File: src/rtl/idelay_eye_scanner.sv
// idelay_eye_scanner: sweeps IDELAY taps per lane, logs samples to a result RAM and reports the widest eye
// Ports: lb_clk/rst (sync, active-high); start/autoset_en/lane_first/lane_last/pattern scan request;
//   host_addr/host_data/host_write host IDELAY path; adc_val/adc_valid sample input; lane_sel data mux select;
//   hw_addr/hw_data/hw_strobe IDELAY bus; result_addr/result_data/result_write result RAM;
//   opt_strobe/opt_lane/opt_tap/opt_len/opt_good per-lane report; busy/done/host_collision status.
module idelay_eye_scanner #(
  parameter int LW = 4,
  parameter int TW = 5,
  parameter int DW = 8,
  parameter int SW = 2,
  parameter int SETTLE = 32,
  parameter int MIN_EYE = 4,
  parameter int DEFAULT_TAP = 0
) (
  input  logic                lb_clk,
  input  logic                rst,
  input  logic                start,
  input  logic                autoset_en,
  input  logic [LW-1:0]       lane_first,
  input  logic [LW-1:0]       lane_last,
  input  logic [DW-1:0]       pattern,
  input  logic [LW-1:0]       host_addr,
  input  logic [TW-1:0]       host_data,
  input  logic                host_write,
  input  logic [DW-1:0]       adc_val,
  input  logic                adc_valid,
  output logic [LW-1:0]       lane_sel,
  output logic [LW-1:0]       hw_addr,
  output logic [TW-1:0]       hw_data,
  output logic                hw_strobe,
  output logic [LW+TW+SW-1:0] result_addr,
  output logic [DW-1:0]       result_data,
  output logic                result_write,
  output logic                opt_strobe,
  output logic [LW-1:0]       opt_lane,
  output logic [TW-1:0]       opt_tap,
  output logic [TW:0]         opt_len,
  output logic                opt_good,
  output logic                busy,
  output logic                done,
  output logic                host_collision
);
  localparam int CW = $clog2(SETTLE + 1);
  localparam logic [CW-1:0] SETTLE_END = CW'(SETTLE - 1);
  localparam logic [TW:0] MIN_LEN = (TW + 1)'(MIN_EYE);
  localparam logic [TW-1:0] DEF_TAP = TW'(DEFAULT_TAP);
  typedef enum logic [3:0] {S_IDLE, S_PUSH, S_SETTLE, S_SAMPLE, S_EVAL, S_REPORT, S_APPLY, S_NEXT, S_DONE} state_t;
  state_t state_q, state_d;
  logic [LW-1:0] lane_q, lane_d, last_q, last_d;
  logic [DW-1:0] pat_q, pat_d;
  logic auto_q, auto_d;
  logic [TW-1:0] tap_q, tap_d;
  logic [CW-1:0] cnt_q, cnt_d;
  logic [SW-1:0] idx_q, idx_d;
  logic ok_q, ok_d;
  logic [TW-1:0] run_start_q, run_start_d, best_start_q, best_start_d, cand_start;
  logic [TW:0] run_len_q, run_len_d, best_len_q, best_len_d, cand_len;
  logic [LW-1:0] hw_addr_q, hw_addr_d;
  logic [TW-1:0] hw_data_q, hw_data_d;
  logic hw_strobe_q, hw_strobe_d;
  logic [LW+TW+SW-1:0] res_addr_q, res_addr_d;
  logic [DW-1:0] res_data_q, res_data_d;
  logic res_write_q, res_write_d;
  logic opt_strobe_q, opt_strobe_d, opt_good_q, opt_good_d;
  logic [LW-1:0] opt_lane_q, opt_lane_d;
  logic [TW-1:0] opt_tap_q, opt_tap_d;
  logic [TW:0] opt_len_q, opt_len_d;
  logic done_q, done_d, coll_q, coll_d;
  // Run as it stands after including the tap under evaluation
  assign cand_len = ok_q ? run_len_q + 1'b1 : run_len_q;
  assign cand_start = (ok_q && run_len_q == '0) ? tap_q : run_start_q;
  always_comb begin
    state_d = state_q;
    lane_d = lane_q;
    last_d = last_q;
    pat_d = pat_q;
    auto_d = auto_q;
    tap_d = tap_q;
    cnt_d = cnt_q;
    idx_d = idx_q;
    ok_d = ok_q;
    run_start_d = run_start_q;
    run_len_d = run_len_q;
    best_start_d = best_start_q;
    best_len_d = best_len_q;
    hw_addr_d = hw_addr_q;
    hw_data_d = hw_data_q;
    hw_strobe_d = 1'b0;
    res_addr_d = res_addr_q;
    res_data_d = res_data_q;
    res_write_d = 1'b0;
    opt_strobe_d = 1'b0;
    opt_lane_d = opt_lane_q;
    opt_tap_d = opt_tap_q;
    opt_len_d = opt_len_q;
    opt_good_d = opt_good_q;
    done_d = 1'b0;
    coll_d = coll_q || (host_write && state_q != S_IDLE);
    case (state_q)
      S_IDLE: begin
        hw_addr_d = host_addr;
        hw_data_d = host_data;
        hw_strobe_d = host_write;
        // done_q marks the cycle after DONE; a start there is ignored
        if (start && !done_q) begin
          lane_d = lane_first;
          last_d = lane_last;
          pat_d = pattern;
          auto_d = autoset_en;
          coll_d = 1'b0;
          state_d = lane_first > lane_last ? S_DONE : S_PUSH;
        end
      end
      S_PUSH: begin
        hw_strobe_d = 1'b1;
        hw_addr_d = lane_q;
        hw_data_d = tap_q;
        cnt_d = '0;
        idx_d = '0;
        ok_d = 1'b1;
        state_d = S_SETTLE;
      end
      S_SETTLE: begin
        cnt_d = cnt_q + 1'b1;
        state_d = cnt_q == SETTLE_END ? S_SAMPLE : S_SETTLE;
      end
      S_SAMPLE: if (adc_valid) begin
        res_write_d = 1'b1;
        res_addr_d = {lane_q, tap_q, idx_q};
        res_data_d = adc_val;
        ok_d = ok_q && adc_val == pat_q;
        idx_d = idx_q + 1'b1;
        state_d = idx_q == '1 ? S_EVAL : S_SAMPLE;
      end
      S_EVAL: begin
        run_len_d = ok_q ? cand_len : '0;
        run_start_d = cand_start;
        // Strictly greater keeps the earliest of equal runs
        if ((!ok_q || tap_q == '1) && cand_len > best_len_q) begin
          best_len_d = cand_len;
          best_start_d = cand_start;
        end
        tap_d = tap_q + 1'b1;
        state_d = tap_q == '1 ? S_REPORT : S_PUSH;
      end
      S_REPORT: begin
        opt_strobe_d = 1'b1;
        opt_lane_d = lane_q;
        opt_len_d = best_len_q;
        opt_good_d = best_len_q >= MIN_LEN;
        opt_tap_d = best_len_q == '0 ? '0 : best_start_q + TW'((best_len_q - 1'b1) >> 1);
        state_d = auto_q ? S_APPLY : S_NEXT;
      end
      S_APPLY: begin
        hw_strobe_d = 1'b1;
        hw_addr_d = lane_q;
        hw_data_d = opt_good_q ? opt_tap_q : DEF_TAP;
        state_d = S_NEXT;
      end
      S_NEXT: begin
        tap_d = '0;
        run_len_d = '0;
        run_start_d = '0;
        best_len_d = '0;
        best_start_d = '0;
        lane_d = lane_q == last_q ? lane_q : lane_q + 1'b1;
        state_d = lane_q == last_q ? S_DONE : S_PUSH;
      end
      S_DONE: begin
        done_d = 1'b1;
        state_d = S_IDLE;
      end
      default: state_d = S_IDLE;
    endcase
  end
  always_ff @(posedge lb_clk) begin
    if (rst) begin
      state_q <= S_IDLE;
      lane_q <= '0;
      last_q <= '0;
      pat_q <= '0;
      auto_q <= 1'b0;
      tap_q <= '0;
      cnt_q <= '0;
      idx_q <= '0;
      ok_q <= 1'b0;
      run_start_q <= '0;
      run_len_q <= '0;
      best_start_q <= '0;
      best_len_q <= '0;
      hw_addr_q <= '0;
      hw_data_q <= '0;
      hw_strobe_q <= 1'b0;
      res_addr_q <= '0;
      res_data_q <= '0;
      res_write_q <= 1'b0;
      opt_strobe_q <= 1'b0;
      opt_lane_q <= '0;
      opt_tap_q <= '0;
      opt_len_q <= '0;
      opt_good_q <= 1'b0;
      done_q <= 1'b0;
      coll_q <= 1'b0;
    end else begin
      state_q <= state_d;
      lane_q <= lane_d;
      last_q <= last_d;
      pat_q <= pat_d;
      auto_q <= auto_d;
      tap_q <= tap_d;
      cnt_q <= cnt_d;
      idx_q <= idx_d;
      ok_q <= ok_d;
      run_start_q <= run_start_d;
      run_len_q <= run_len_d;
      best_start_q <= best_start_d;
      best_len_q <= best_len_d;
      hw_addr_q <= hw_addr_d;
      hw_data_q <= hw_data_d;
      hw_strobe_q <= hw_strobe_d;
      res_addr_q <= res_addr_d;
      res_data_q <= res_data_d;
      res_write_q <= res_write_d;
      opt_strobe_q <= opt_strobe_d;
      opt_lane_q <= opt_lane_d;
      opt_tap_q <= opt_tap_d;
      opt_len_q <= opt_len_d;
      opt_good_q <= opt_good_d;
      done_q <= done_d;
      coll_q <= coll_d;
    end
  end
  assign lane_sel = lane_q;
  assign hw_addr = hw_addr_q;
  assign hw_data = hw_data_q;
  assign hw_strobe = hw_strobe_q;
  assign result_addr = res_addr_q;
  assign result_data = res_data_q;
  assign result_write = res_write_q;
  assign opt_strobe = opt_strobe_q;
  assign opt_lane = opt_lane_q;
  assign opt_tap = opt_tap_q;
  assign opt_len = opt_len_q;
  assign opt_good = opt_good_q;
  assign busy = state_q != S_IDLE;
  assign done = done_q;
  assign host_collision = coll_q;
endmodule

File: config.mk
export PLATFORM = sky130hd
export DESIGN_NAME = idelay_eye_scanner
export DESIGN_NICKNAME = d
export VERILOG_FILES = /design/src/rtl/idelay_eye_scanner.sv
export SDC_FILE = /design/constraint.sdc
export NUM_CORES = 1
export LEC_CHECK = 0
export ABC_AREA = 1
export BUFFER_PORTS_ARGS = -buffer_cell sky130_fd_sc_hd__buf_2
export CAP_MARGIN = 30
export CORE_MARGIN = 2
export CORE_UTILIZATION = 50
export DETAILED_ROUTE_END_ITERATION = 10
export PLACE_DENSITY_LB_ADDON = 0.15
export SKIP_LAST_GASP = 1
export SYNTH_ARGS = -nofsm -noshare
export SYNTH_HDL_FRONTEND = slang
export SYNTH_SLANG_ARGS = --single-unit
File: constraint.sdc
create_clock -name lb_clk -period 4.11 [get_ports lb_clk]
set_input_delay 0.2055 -clock lb_clk [delete_from_list [all_inputs] [get_ports lb_clk]]
set_output_delay 0.2055 -clock lb_clk [all_outputs]
set_load 0.02 [all_outputs]
## Yosys cells after proc, flatten, opt, wreduce, memory -nomap -nowiden

Index checks and enable logic that the tools add are counted.

- Bitwise logic cells: 1
- Equal/unequal tests: 17
- Reductions and logical operators: 27
- $add $sub $neg: 7
- Magnitude comparators: 3
- Multiplexer cells: 37
- Divide/modulo/power cells: 0
- Multipliers: 0
- Shift-type cells: 0

Operators with widths:

| kind | count |
|---|---|
| $pmux W6 S2 | 3 |
| $pmux W4 S8 | 1 |
| $pmux W5 S2 | 3 |
| $mux W4 | 6 |
| $mux W5 | 4 |
| $mux W6 | 3 |
| $eq A4 B3 Y1 const B | 4 |
| $pmux W4 S2 | 2 |
| $pmux W5 S3 | 1 |
| $add A6 B1 Y6 const B | 2 |
| $logic_not A6 Y1 | 2 |
| $reduce_and A2 Y1 | 5 |
| $reduce_bool A2 Y1 | 5 |
| $eq A4 B2 Y1 const B | 2 |
| $eq A8 B8 Y1 | 1 |
| $mux W1 | 8 |
| $ne A2 B2 Y1 const B | 4 |
| $eq A6 B5 Y1 const B | 1 |
| $ge A6 B3 Y1 const B | 1 |
| $gt A6 B6 Y1 | 1 |
| $mux W3 | 2 |
| $sub A6 B1 Y6 const B | 1 |
| $add A5 B1 Y5 const B | 1 |
| $add A5 B5 Y5 | 1 |
| 20 further kinds | 28 |

- Memory bits (writable): 0
- Memories kept: 0
- ROM bits: 0
- Register bits: 106
- Word-level logic and storage cells: 118
- Latch bits: 0

## Logic depth before layout (Yosys ltp)

- Word-level depth: 6
- Depth in mapped cells: 16

## Least setup slack after synthesis

Ideal clock, no wire load.

- Kind: reg2reg
- Start point: register run_len_q[1]
- End point: register best_len_q[1]
- Slack: 2.040 ns
- Clock period less this slack: 2.070 ns
- Data arrival time: 2.000 ns
- Stages on the path, launching flop included: 16
- Setup time: 0.070 ns
- Buffers on the path: 1
- Cells stage by stage: dfxtp_1 ha_1 nand3_1 nor2_1 xor2_1 inv_1 ha_1 nand2_1 nor2_1 nand2_1 nand3_1 inv_1 nor2_1 buf_4 nand2_1 a21oi_1

- Word-level cells in the longest chain between the ends: 6
- Elaborated cells on any way between the ends: 8

Ends and longest elaborated chain:

| what | line | source |
|---|---|---|
| start, declared | 57 | `logic [TW:0] run_len_q, run_len_d, best_len_q, best_len_d, cand_len;` |
| start signal, assigned | 215 | `run_len_q <= run_len_d;` |
| $add A6 B1 Y6 | 70 | `assign cand_len = ok_q ? run_len_q + 1'b1 : run_len_q;` |
| $mux W6 * | 70 |  |
| $gt A6 B6 Y1 | 139 | `if ((!ok_q \|\| tap_q == '1) && cand_len > best_len_q) begin` |
| $logic_and A1 B1 Y1 | 139 |  |
| $ne A2 B2 Y1 (no line) | -- |  |
| $reduce_and A2 Y1 (no line) | -- |  |
| end signal, assigned | 217 | `best_len_q <= best_len_d;` |
| end, declared | 57 |  |

Mark *: on every way between the ends. The rest lies on a longest branch, timed or not. The select of a mux whose other input is x is not followed.
A chain may end at the register's enable or synchronous reset.

## Final worst setup path

- Start point: register run_len_q[1]
- End point: register best_len_q[2]

The elaborated chain is that of the path after synthesis.

==> summary.txt <==
==========================================================================================
Status ...................................................................... complete, no violations
First DRT Iteration DRCs ....................................................          288
Class of the tightest hold or removal check ................................. input port to flip-flop
Wire length per cell ........................................................      13.5 um
Number of port buffers ......................................................           92
Final Slew Violations .......................................................            0
Final critical path time including I/O delays and setup .....................      2.62 ns
Leftover overflow at the end of global routing ..............................            0
Clock sink total ............................................................          106
Clk Tree Root Cell .......................................................... sky130_fd_sc_hd__clkbuf_8
Hold violation count in the final report ....................................            0
Share of the cycle needed by the critical path after routing ................        0.637
Total power per unit cell area ..............................................   372 mW/mm2
Post-CTS Setup Bufs .........................................................            0
Clock tree from TritonCTS ...................................................          yes
Number of levels in the clock H-tree ........................................            3
Placed cell area ............................................................  0.00571 mm2
Switching share of power ....................................................        0.327
Clock insertion delay at the later pin of the skew report ...................      0.38 ns
Net switching component of the power ........................................     0.717 mW
Initial antenna violation count .............................................            0
Core area ...................................................................   0.0102 mm2
Part of the power in the clock network ......................................        0.276
Clock edge transition at the registers on the reported setup and hold paths .      0.10 ns
Number of distinct library cells after synthesis ............................           35
Unrepaired setup endpoints after global routing .............................        false
GR Util All Layers ..........................................................        0.235
Met3 Routed Length ..........................................................       657 um
Starting Density ............................................................        0.509
LEAKAGE .....................................................................      2.79 nW
Synth Register Bits .........................................................          106
Final Util ..................................................................        0.578
Routability Congestion ......................................................        0.819
Total CTS buffers ...........................................................            9
Finished Cell Area ..........................................................  0.00589 mm2
Number of endpoints failing setup at the final stage ........................            0
Met2 WL .....................................................................      5850 um
Relative slew slack .........................................................        0.461
Number of iterations in the first detailed-routing pass .....................            4
Top sig layer ...............................................................         met4
Post-Synthesis Net Count ....................................................          797
Maximum number of buffers from clock root to sink ...........................            2
Slew at the pin closest to its max-slew limit ...............................     0.805 ns
Combinational group share of total power ....................................        0.200
Worst R2R Path Depth ........................................................           14
CP Data Arrival Time ........................................................      2.92 ns
Routed length on met1 .......................................................      6170 um
Post-CTS sizing .............................................................            0
Worst Hold Depth ............................................................            3
Critical setup path kind .................................................... flip-flop to flip-flop
Synthesis-to-finish area growth .............................................        13.7%
Summed instance area of the synthesized netlist .............................  0.00518 mm2
Wire length of the first global-routing pass ................................     21200 um
HPWL after detailed placement ...............................................      9550 um
Overall power consumption ...................................................      2.19 mW
Nets ........................................................................          878
Area enclosed by the die boundary ...........................................   0.0112 mm2
Share of post-route cells with drive strength above 1 .......................        0.164
IR Drop Worst-Case VDD ......................................................   0.000163 V
Die height ..................................................................       106 um
Max Fanout on Critical Path .................................................           11
FMAX ........................................................................    0.382 GHz
Detailed-route DRC error count ..............................................            0
Total via count in the routed design ........................................         4852
# hold bufs at CTS ..........................................................            0
Synth Instances .............................................................          733
Total length of routed wires ................................................     12900 um
Layout fillers ..............................................................          989
Worst Setup End Kind ........................................................    flip-flop
Sequential share of the synthesized area ....................................        0.410
Ports placed on the boundary ................................................           93
Number of warnings reported in the yosys synthesis log ......................            0
Vias per std cell ...........................................................         5.08
# diodes ....................................................................            0
Row cnt .....................................................................           37
Internal portion of total power .............................................      1.47 mW
Aggregate negative setup slack ..............................................         0 ns
Element type at the critical path start .....................................    flip-flop
Clock Skews .................................................................    0.0139 ns
Part of the total power dissipated in sequential elements ...................        0.523
Max Cap Violations ..........................................................            0
Die width ...................................................................       106 um
Average cell area after synthesis ...........................................     7.07 um2
Via count of the first global-routing pass ..................................         4451
Maximum number of pins on one net before global-route repair ................           48
Required time at the endpoint of the critical path ..........................      4.42 ns
Post-route ant nets .........................................................            0
==========================================================================================
-- stage by stage --
step | worst slack, ns | instances | hold slack (ns)
2_1_floorplan | 2.04 | 733 | 0.340
3_3_place_gp | 1.62 | 939 | 0.430
3_5_place_dp | 1.52 | 939 | 0.438
4_1_cts | 1.48 | 955 | 0.0379
5_1_grt | 1.15 | 955 | 0.0551
6_report | 1.49 | 955 | 0.0436
-- kinds of logic after synthesis --
family                   after synthesis  synth area share
AND/OR/NAND/NOR                      312             0.253
adder cells (fa/ha/maj)               25            0.0618
buffers and inverters                109            0.0860
AO/OA/AOI/OAI                        166             0.164
flip-flops                           106             0.410
XOR/XNOR                              15            0.0254
-- cell usage after synthesis (all sizes together) --
| master | number | area [um2] |
|---|---|---|
| o21ai | 73 | 365 |
| nand3 | 39 | 195 |
| nand2 | 167 | 634 |
| xor2 | 7 | 61.3 |
| o211a | 1 | 10.0 |
| ha | 24 | 300 |
| a31oi | 2 | 12.5 |
| nand4 | 4 | 25.0 |
| nand3b | 1 | 7.51 |
| or2 | 2 | 12.5 |
| fa | 1 | 20.0 |
| o211ai | 1 | 7.51 |
| xnor2 | 8 | 70.1 |
| a21oi | 86 | 430 |
| nor4 | 1 | 6.26 |
| a211oi | 1 | 7.51 |
| nor3 | 5 | 41.3 |
| clkbuf | 14 | 53.8 |
| buf | 12 | 80.1 |
| dfxtp | 106 | 2120 |
| inv | 83 | 312 |
| nor2 | 93 | 390 |
| o21bai | 2 | 15.0 |
-- registers in the layout, summed over array words and instances (netlist names), 2 cells and up --
name	flops
result_addr	11
opt_len	6
lane_sel	4
opt_lane	4
run_len_q	6
last_q	4
idx_q	2
best_len_q	6
hw_data	5
best_start_q	5
result_data	8
run_start_q	5
pat_q	8
opt_tap	5
cnt_q	6
hw_addr	4
tap_q	5
state_q	4
-- critical path: stages, from the launching register on --
cell	delay [ns]
sky130_fd_sc_hd__dfxtp_1	0.41
sky130_fd_sc_hd__ha_1	0.19
sky130_fd_sc_hd__nand3_1	0.09
sky130_fd_sc_hd__nor2_1	0.13
sky130_fd_sc_hd__xor2_1	0.19
sky130_fd_sc_hd__inv_1	0.06
sky130_fd_sc_hd__ha_1	0.27
sky130_fd_sc_hd__nand2_1	0.06
sky130_fd_sc_hd__nor2_1	0.14
sky130_fd_sc_hd__nand2_1	0.07
sky130_fd_sc_hd__nand3_1	0.10
sky130_fd_sc_hd__inv_1	0.04
sky130_fd_sc_hd__nor2_1	0.50
sky130_fd_sc_hd__nand2_1	0.13
sky130_fd_sc_hd__a21oi_1	0.17
-- metal layers --
metal | track usage | vias to the layer above
met4 | 0.0808 | 0
met3 | 0.0291 | 15
li1 | - | 2523
met5 | 0 | -
met2 | 0.374 | 110
met1 | 0.330 | 2204
-- layout by cell type (no fill, tap or decap), types with 3 or more instances in the layout --
cell | synthesis | layout
sky130_fd_sc_hd__dfxtp_1 | 106 | 106
sky130_fd_sc_hd__nand4_1 | 4 | 4
sky130_fd_sc_hd__buf_4 | 3 | 4
sky130_fd_sc_hd__inv_1 | 73 | 72
sky130_fd_sc_hd__nor2_2 | 4 | 4
sky130_fd_sc_hd__ha_1 | 24 | 24
sky130_fd_sc_hd__nand3_1 | 39 | 39
sky130_fd_sc_hd__xnor2_1 | 8 | 8
sky130_fd_sc_hd__clkinvlp_4 | 0 | 3
sky130_fd_sc_hd__nand2_2 | 3 | 3
sky130_fd_sc_hd__xor2_1 | 7 | 7
sky130_fd_sc_hd__a21oi_1 | 86 | 86
sky130_fd_sc_hd__buf_2 | 7 | 92
sky130_fd_sc_hd__o21ai_1 | 3 | 3
sky130_fd_sc_hd__o21ai_0 | 70 | 70
sky130_fd_sc_hd__nand2_1 | 164 | 164
sky130_fd_sc_hd__nor3_1 | 3 | 3
sky130_fd_sc_hd__nor2_1 | 86 | 86
sky130_fd_sc_hd__clkbuf_8 | 0 | 10
sky130_fd_sc_hd__inv_2 | 10 | 10
-- power by group through the flow --
stage	sequential, mW	clock [mW]	combinational (mW)
after floorplan	1.19	0	0.274
after global placement	1.17	0	0.431
after detailed placement	1.17	0	0.438
after CTS	1.15	0.618	0.440
after global routing	1.16	0.657	0.497
final	1.15	0.605	0.439
-- final timing paths --
check                   end      startpoint  slack [ns]
max reg2reg   best_len_q[2]    run_len_q[1]        1.49
max           best_len_q[2]    run_len_q[1]        1.49
min reg2reg  run_start_q[4]  run_start_q[4]        0.47
min                pat_q[0]      pattern[0]        0.04
-- cell type report --
cell class              count  area [um2]  share of cell area
repair buffers             96         490              0.0833
well taps                 136         170              0.0289
multi-input cells         518        2610               0.444
flip-flops and latches    106        2120               0.360
clock buffers              11         141              0.0240
clock inverters             5        40.0             0.00680
inverters                  83         312              0.0529
(Power assumes the default switching activity.)
